--- config.mk ---
export PLATFORM = sky130hd
export DESIGN_NAME = axi_page_remap
export DESIGN_NICKNAME = d
export VERILOG_FILES = /design/src/rtl/axi_page_remap.sv
export SDC_FILE = /design/constraint.sdc
export NUM_CORES = 2
export LEC_CHECK = 0
export BUFFER_PORTS_ARGS = -buffer_cell sky130_fd_sc_hd__buf_2
export CELL_PAD_IN_SITES_DETAIL_PLACEMENT = 1
export CELL_PAD_IN_SITES_GLOBAL_PLACEMENT = 1
export CORE_AREA = 2 2 284 286
export DETAILED_ROUTE_END_ITERATION = 8
export DIE_AREA = 0 0 286 288
export PLACE_DENSITY = 0.83
export SYNTH_ARGS = -nofsm -noshare
export SYNTH_HDL_FRONTEND = slang
export SYNTH_SLANG_ARGS = --single-unit
export TNS_END_PERCENT = 20
--- constraint.sdc ---
create_clock -name clk_i -period 2.75 [get_ports clk_i]
set_input_delay 0.4125 -clock clk_i [delete_from_list [all_inputs] [get_ports clk_i]]
set_output_delay 0.4125 -clock clk_i [all_outputs]
set_load 0.005 [all_outputs]
--- src/rtl/axi_page_remap.sv ---
// AXI address-translation stage: 4 KiB page remap through a small programmable table,
// one-deep AW/AR register stages, W/B/R pass-through. Optional miss counters: AXI_PAGE_REMAP_MISS_CNT_EN.

package axi_page_remap_pkg;

    typedef struct packed {
        logic [3:0]  id;
        logic [31:0] addr;
        logic [7:0]  len;
        logic [2:0]  size;
        logic [1:0]  burst;
        logic        lock;
        logic [3:0]  cache;
        logic [2:0]  prot;
        logic [3:0]  qos;
    } slv_ax_t;

    typedef struct packed {
        logic [3:0]  id;
        logic [47:0] addr;
        logic [7:0]  len;
        logic [2:0]  size;
        logic [1:0]  burst;
        logic        lock;
        logic [3:0]  cache;
        logic [2:0]  prot;
        logic [3:0]  qos;
    } mst_ax_t;

    typedef struct packed {
        logic [31:0] data;
        logic [3:0]  strb;
        logic        last;
    } w_chan_t;

    typedef struct packed {
        logic [3:0] id;
        logic [1:0] resp;
    } b_chan_t;

    typedef struct packed {
        logic [3:0]  id;
        logic [31:0] data;
        logic [1:0]  resp;
        logic        last;
    } r_chan_t;

    typedef struct packed {
        slv_ax_t aw;
        logic    aw_valid;
        w_chan_t w;
        logic    w_valid;
        logic    b_ready;
        slv_ax_t ar;
        logic    ar_valid;
        logic    r_ready;
    } slv_req_t;

    typedef struct packed {
        mst_ax_t aw;
        logic    aw_valid;
        w_chan_t w;
        logic    w_valid;
        logic    b_ready;
        mst_ax_t ar;
        logic    ar_valid;
        logic    r_ready;
    } mst_req_t;

    typedef struct packed {
        logic    aw_ready;
        logic    ar_ready;
        logic    w_ready;
        b_chan_t b;
        logic    b_valid;
        r_chan_t r;
        logic    r_valid;
    } axi_resp_t;

    typedef axi_resp_t slv_resp_t;
    typedef axi_resp_t mst_resp_t;

endpackage

module axi_page_remap #(
    parameter int  SlvAddrWidth = 32,
    parameter int  MstAddrWidth = 48,
    parameter int  NumEntries   = 8,
    parameter type slv_req_t    = axi_page_remap_pkg::slv_req_t,
    parameter type slv_resp_t   = axi_page_remap_pkg::slv_resp_t,
    parameter type mst_req_t    = axi_page_remap_pkg::mst_req_t,
    parameter type mst_resp_t   = axi_page_remap_pkg::mst_resp_t,
    localparam int IdxWidth     = (NumEntries > 1) ? $clog2(NumEntries) : 1
) (
    input  logic                      clk_i,
    input  logic                      rst_ni,
    input  slv_req_t                  slv_req_i,
    output slv_resp_t                 slv_resp_o,
    output mst_req_t                  mst_req_o,
    input  mst_resp_t                 mst_resp_i,
    input  logic                      cfg_we_i,
    input  logic [IdxWidth-1:0]       cfg_idx_i,
    input  logic                      cfg_valid_i,
    input  logic [SlvAddrWidth-13:0]  cfg_vpage_i,
    input  logic [MstAddrWidth-13:0]  cfg_ppage_i,
    input  logic [MstAddrWidth-13:0]  default_ppage_i,
    output logic                      miss_o
`ifdef AXI_PAGE_REMAP_MISS_CNT_EN
    ,
    input  logic                      miss_cnt_clr_i,
    output logic [15:0]               aw_miss_cnt_o,
    output logic [15:0]               ar_miss_cnt_o
`endif
);

    localparam int VpWidth = SlvAddrWidth - 12;
    localparam int PpWidth = MstAddrWidth - 12;

    logic [NumEntries-1:0] tbl_valid_q;
    logic [VpWidth-1:0]    tbl_vpage_q [NumEntries];
    logic [PpWidth-1:0]    tbl_ppage_q [NumEntries];

    // Holds both captured AX beats; aw_valid/ar_valid double as the stage-full flags.
    mst_req_t ax_q, ax_d;

    logic               aw_hit, ar_hit;
    logic [PpWidth-1:0] aw_ppage, ar_ppage;
    logic               aw_rdy, ar_rdy;
    logic               aw_acc, ar_acc;
    logic               aw_out, ar_out;

    always_ff @(posedge clk_i or negedge rst_ni) begin
        if (!rst_ni) begin
            tbl_valid_q <= '0;
            for (int i = 0; i < NumEntries; i++) begin
                tbl_vpage_q[i] <= '0;
                tbl_ppage_q[i] <= '0;
            end
        end else if (cfg_we_i) begin
            // Indices beyond the table match no entry and are dropped.
            for (int i = 0; i < NumEntries; i++) begin
                if (cfg_idx_i == IdxWidth'(i)) begin
                    tbl_valid_q[i] <= cfg_valid_i;
                    tbl_vpage_q[i] <= cfg_vpage_i;
                    tbl_ppage_q[i] <= cfg_ppage_i;
                end
            end
        end
    end

    // Scan from the top down so the lowest matching index is the one left standing.
    always_comb begin
        aw_hit   = 1'b0;
        aw_ppage = default_ppage_i;
        ar_hit   = 1'b0;
        ar_ppage = default_ppage_i;
        for (int i = NumEntries - 1; i >= 0; i--) begin
            if (tbl_valid_q[i] && tbl_vpage_q[i] == slv_req_i.aw.addr[SlvAddrWidth-1:12]) begin
                aw_hit   = 1'b1;
                aw_ppage = tbl_ppage_q[i];
            end
            if (tbl_valid_q[i] && tbl_vpage_q[i] == slv_req_i.ar.addr[SlvAddrWidth-1:12]) begin
                ar_hit   = 1'b1;
                ar_ppage = tbl_ppage_q[i];
            end
        end
    end

    always_comb begin
        aw_rdy = !ax_q.aw_valid || mst_resp_i.aw_ready;
        ar_rdy = !ax_q.ar_valid || mst_resp_i.ar_ready;
        aw_acc = slv_req_i.aw_valid && aw_rdy;
        ar_acc = slv_req_i.ar_valid && ar_rdy;
        aw_out = ax_q.aw_valid && mst_resp_i.aw_ready;
        ar_out = ax_q.ar_valid && mst_resp_i.ar_ready;
    end

    always_comb begin
        ax_d = ax_q;
        if (aw_acc) begin
            ax_d.aw_valid = 1'b1;
            ax_d.aw.id    = slv_req_i.aw.id;
            ax_d.aw.addr  = {aw_ppage, slv_req_i.aw.addr[11:0]};
            ax_d.aw.len   = slv_req_i.aw.len;
            ax_d.aw.size  = slv_req_i.aw.size;
            ax_d.aw.burst = slv_req_i.aw.burst;
            ax_d.aw.lock  = slv_req_i.aw.lock;
            ax_d.aw.cache = slv_req_i.aw.cache;
            ax_d.aw.prot  = slv_req_i.aw.prot;
            ax_d.aw.qos   = slv_req_i.aw.qos;
        end else if (aw_out) begin
            ax_d.aw_valid = 1'b0;
        end
        if (ar_acc) begin
            ax_d.ar_valid = 1'b1;
            ax_d.ar.id    = slv_req_i.ar.id;
            ax_d.ar.addr  = {ar_ppage, slv_req_i.ar.addr[11:0]};
            ax_d.ar.len   = slv_req_i.ar.len;
            ax_d.ar.size  = slv_req_i.ar.size;
            ax_d.ar.burst = slv_req_i.ar.burst;
            ax_d.ar.lock  = slv_req_i.ar.lock;
            ax_d.ar.cache = slv_req_i.ar.cache;
            ax_d.ar.prot  = slv_req_i.ar.prot;
            ax_d.ar.qos   = slv_req_i.ar.qos;
        end else if (ar_out) begin
            ax_d.ar_valid = 1'b0;
        end
    end

    always_ff @(posedge clk_i or negedge rst_ni) begin
        if (!rst_ni) begin
            ax_q <= '0;
        end else begin
            ax_q <= ax_d;
        end
    end

    always_comb begin
        mst_req_o         = ax_q;
        mst_req_o.w       = slv_req_i.w;
        mst_req_o.w_valid = slv_req_i.w_valid;
        mst_req_o.b_ready = slv_req_i.b_ready;
        mst_req_o.r_ready = slv_req_i.r_ready;

        slv_resp_o          = '0;
        slv_resp_o.aw_ready = aw_rdy;
        slv_resp_o.ar_ready = ar_rdy;
        slv_resp_o.w_ready  = mst_resp_i.w_ready;
        slv_resp_o.b        = mst_resp_i.b;
        slv_resp_o.b_valid  = mst_resp_i.b_valid;
        slv_resp_o.r        = mst_resp_i.r;
        slv_resp_o.r_valid  = mst_resp_i.r_valid;
    end

    assign miss_o = (aw_acc && !aw_hit) || (ar_acc && !ar_hit);

`ifdef AXI_PAGE_REMAP_MISS_CNT_EN
    logic [15:0] aw_miss_cnt_q, ar_miss_cnt_q;

    always_ff @(posedge clk_i or negedge rst_ni) begin
        if (!rst_ni) begin
            aw_miss_cnt_q <= '0;
            ar_miss_cnt_q <= '0;
        end else if (miss_cnt_clr_i) begin
            aw_miss_cnt_q <= '0;
            ar_miss_cnt_q <= '0;
        end else begin
            if (aw_acc && !aw_hit && aw_miss_cnt_q != 16'hFFFF) begin
                aw_miss_cnt_q <= aw_miss_cnt_q + 16'd1;
            end
            if (ar_acc && !ar_hit && ar_miss_cnt_q != 16'hFFFF) begin
                ar_miss_cnt_q <= ar_miss_cnt_q + 16'd1;
            end
        end
    end

    assign aw_miss_cnt_o = aw_miss_cnt_q;
    assign ar_miss_cnt_o = ar_miss_cnt_q;
`endif

endmodule
==> results.toml <==
[timing]
setup_slack_ps = -776.4
finalSetupViolCount = 73
slew_violations = 0
min_period_over_period = 1.282
whs_ps = 26.19
tightest_slew_ps = 1051
clock.fmax_mhz = 283.6
finClkSkew_ps = 47.67
min_period_ps = 3526
hold_viol = 0
rsz0062_at_grt = "yes"
relSlewSlack = 0.2978

[die]
initial_utilization = 0.4051
die_area_sq_mm = 0.08237
io_pins = 560
die_y_um = 288
core_sq_mm = 0.07964
row_count = 104
dieWidth_um = 286

[global_route]
gr-usage-all-layers = 0.3339
antenna_found_initial = 14
grt_pass1_wl_mm = 204.8
grt_max_degree = 79
grt_pass1_vias = 30280
grt.overflow.total = 0

[final_layout]
regArea_sq_mm = 0.01532
fin_cells = 4569
final_layout_size_suffix_gt1_frac = 0.4371
final_nets = 3768
syn_to_final_growth_pct = 26.51
nFillCells = 8488
multi_input_area_sq_mm = 0.01570
fin_util = 0.5125

[critical_path]
crit_type = "register to output pin"
critPathCaptureType = "output pin"
regToRegStartpoint = "tbl_vpage_q[117]"
worstPathRequired_ps = 2340
startpoint_type = "register"
worst-path-max-fanout = 3
arrival_ps = 3110
crit_start = "tbl_vpage_q[49]"

[synth]
netlist-cell-type-count = 51
postSynthAreaPerCell_sq_um = 11.19
synth_seq_cells = 612
yosys.area.top_type = "dfrtp_1"
ys_seq_area_frac = 0.4747
synth_cells = 2884
syn_area_sq_mm = 0.03226
ys.warnings.count = 0
netlist_top_cells_area = "dfrtp_1 (47%), mux2_2 (17%), xnor2_1 (5.2%)"
synth_nets = 3197
synth_top_area_frac = 0.4747
synthArstFlopShare = 1.000
ys_top_cells_by_count = "dfrtp_1 (612), mux2_2 (496), xnor2_1 (193)"
ys.flop_type = "dfrtp_1"
synth_edf_count = 0
synth_most_common_cell = "dfrtp_1"

[power_and_ir_drop]
pwr_density_cell_mw_per_mm2 = 710.8
power.leakage_nw = 18.28
pwr-share-seq = 0.436
swShare = 0.3147
p_int_mw = 19.88
p_clk_frac = 0.338
power.total_mw = 29.01
switchingPower_mw = 9.130
p_comb_frac = 0.225
ir_drop_mv = 0.6278

[clock_network]
h-tree-depth = 3
cts_sinks = 612
clk_pin_slew_worst_paths_ps = 60
cts_buffers = 71
cts_tree = "yes"
clock_path_buffers = 3
clk_latency_ps = 630
clockRootBuffer = "clkbuf_16"

[placement]
dp.cells = 4400
hpwl_mm = 93.19
dp_slack_ps = -661.2
gp_congestion = 0.9880
numPortBuffers = 383

[flow_run]
drv_cap = 0

[drt]
drc = 0
dr.pass1.iters = 7
wl_mm = 140.4
antenna_left = 0
via_per_inst = 6.230
drtIter0Drc = 3041
routed-via-count = 28460
wire_per_inst_um = 30.73

[hold_path]
min-delay-start = "slv_req_i[2]"
hold_path.class = "input pin to register"

[run_status]
status = "finished, violations left"
failed_checks = "setup timing"
[kinds of logic (layout without fill, tap and decap cells)]
group	after synthesis	after routing	share of synthesized area
AO/OA/AOI/OAI	544	544	0.1194
XOR/XNOR	320	320	0.08687
buffers and inverters	342	965	0.05414
flip-flops	612	612	0.4747
multiplexers	534	534	0.1849
other	0	2	0
AND/OR/NAND/NOR	532	532	0.08000
[final timing paths]
check	endpoint	slack, ps	depth (start not counted)
min reg2reg	mst_req_o[140]	470	2
max reg2reg	mst_req_o[74]	-540	10
min in group asynchronous	mst_req_o[153]	440	2
max	miss_o	-780	10
min	mst_req_o[2]	30	2
max in group asynchronous	tbl_vpage_q[138]	1310	3
[power groups by stage]
stage	Combinational (mW)	Clock [mW]	Sequential [mW]
after CTS	6.41	9.93	12.5
after global placement	5.88	0	12.5
after detailed placement	6.13	0	12.6
after global routing	6.90	10.3	12.8
final	6.54	9.82	12.7
after floorplan	3.31	0	12.1
[final cells by class]
class | instances | area share
Tap cell | 1060 | 0.03249
Sequential cell | 612 | 0.3752
Clock inverter | 23 | 0.006253
Inverter | 35 | 0.003219
Multi-Input combinational cell | 1930 | 0.3847
Timing Repair Buffer | 805 | 0.1463
Clock buffer | 102 | 0.05159
Antenna cell | 2 | 0.0001226
[stage by stage]
step,TNS [ps],instance area (sq um)
finish,-26420,40820
global route,-29710,40820
CTS,-21870,40750
detailed placement,-37290,37630
global placement,-40440,37610
floorplan,0,32260
[what timing repair did]
action,4_1_cts,5_1_grt
setup buffers,11,0
hold endpoints to repair,74,0
pin swaps,51,4
endpoints found under the setup margin,73,73
hold buffers,31,0
gates resized for setup,78,18
gates cloned,0,0
[metal layers]
metal | track usage | part of all wire | vias to the layer above
li1 | - | - | 11500
met1 | 0.4176 | 0.38 | 14660
met2 | 0.5276 | 0.46 | 1801
met3 | 0.08518 | 0.10 | 488
met4 | 0.1860 | 0.058 | 18
met5 | 0 | 0.00085 | -
[sequential cells by signal, summed over array words and instances (netlist names)]
register and count:
tbl_ppage_q 288, tbl_vpage_q 160, tbl_valid_q 8, mst_req_o 156
[worst max-delay path: stages (launching register included)]
cell,delay [ps]
dfrtp_1,410
buf_4,150
xor2_1,150
nor4_2,280
buf_4,200
and3_1,280
and3_2,300
nor2_1,100
and4b_1,230
a21o_1,230
buf_2,150
[cells in the final DEF (no fill, tap or decap), types with 7 or more instances in the layout]
cell / netlist / layout
dlygate4sd3_1: 0 / 31
o211a_1: 33 / 33
nand4_1: 52 / 52
nand4b_1: 7 / 7
xnor2_2: 0 / 8
nand2_1: 175 / 172
nor4_2: 2 / 10
mux2_2: 496 / 496
xnor2_1: 193 / 183
clkbuf_8: 0 / 17
nand3_1: 49 / 48
mux2i_1: 38 / 38
buf_12: 0 / 60
o22ai_1: 70 / 70
or2_2: 36 / 36
nor2_1: 119 / 115
o21ai_0: 99 / 75
dfrtp_1: 612 / 611
o31ai_1: 34 / 34
o21ai_1: 12 / 36
a21oi_2: 1 / 20
clkbuf_16: 0 / 73
inv_1: 35 / 35
a211oi_1: 37 / 37
clkbuf_1: 133 / 12
a21oi_1: 106 / 87
o221a_2: 34 / 29
buf_2: 64 / 382
a221o_1: 34 / 34
clkinv_2: 0 / 11
a221oi_1: 72 / 70
nor3_1: 10 / 8
buf_4: 92 / 323
xor2_1: 127 / 123
nor4_1: 49 / 36
No activity file was read; power rests on OpenSTA's default activity.
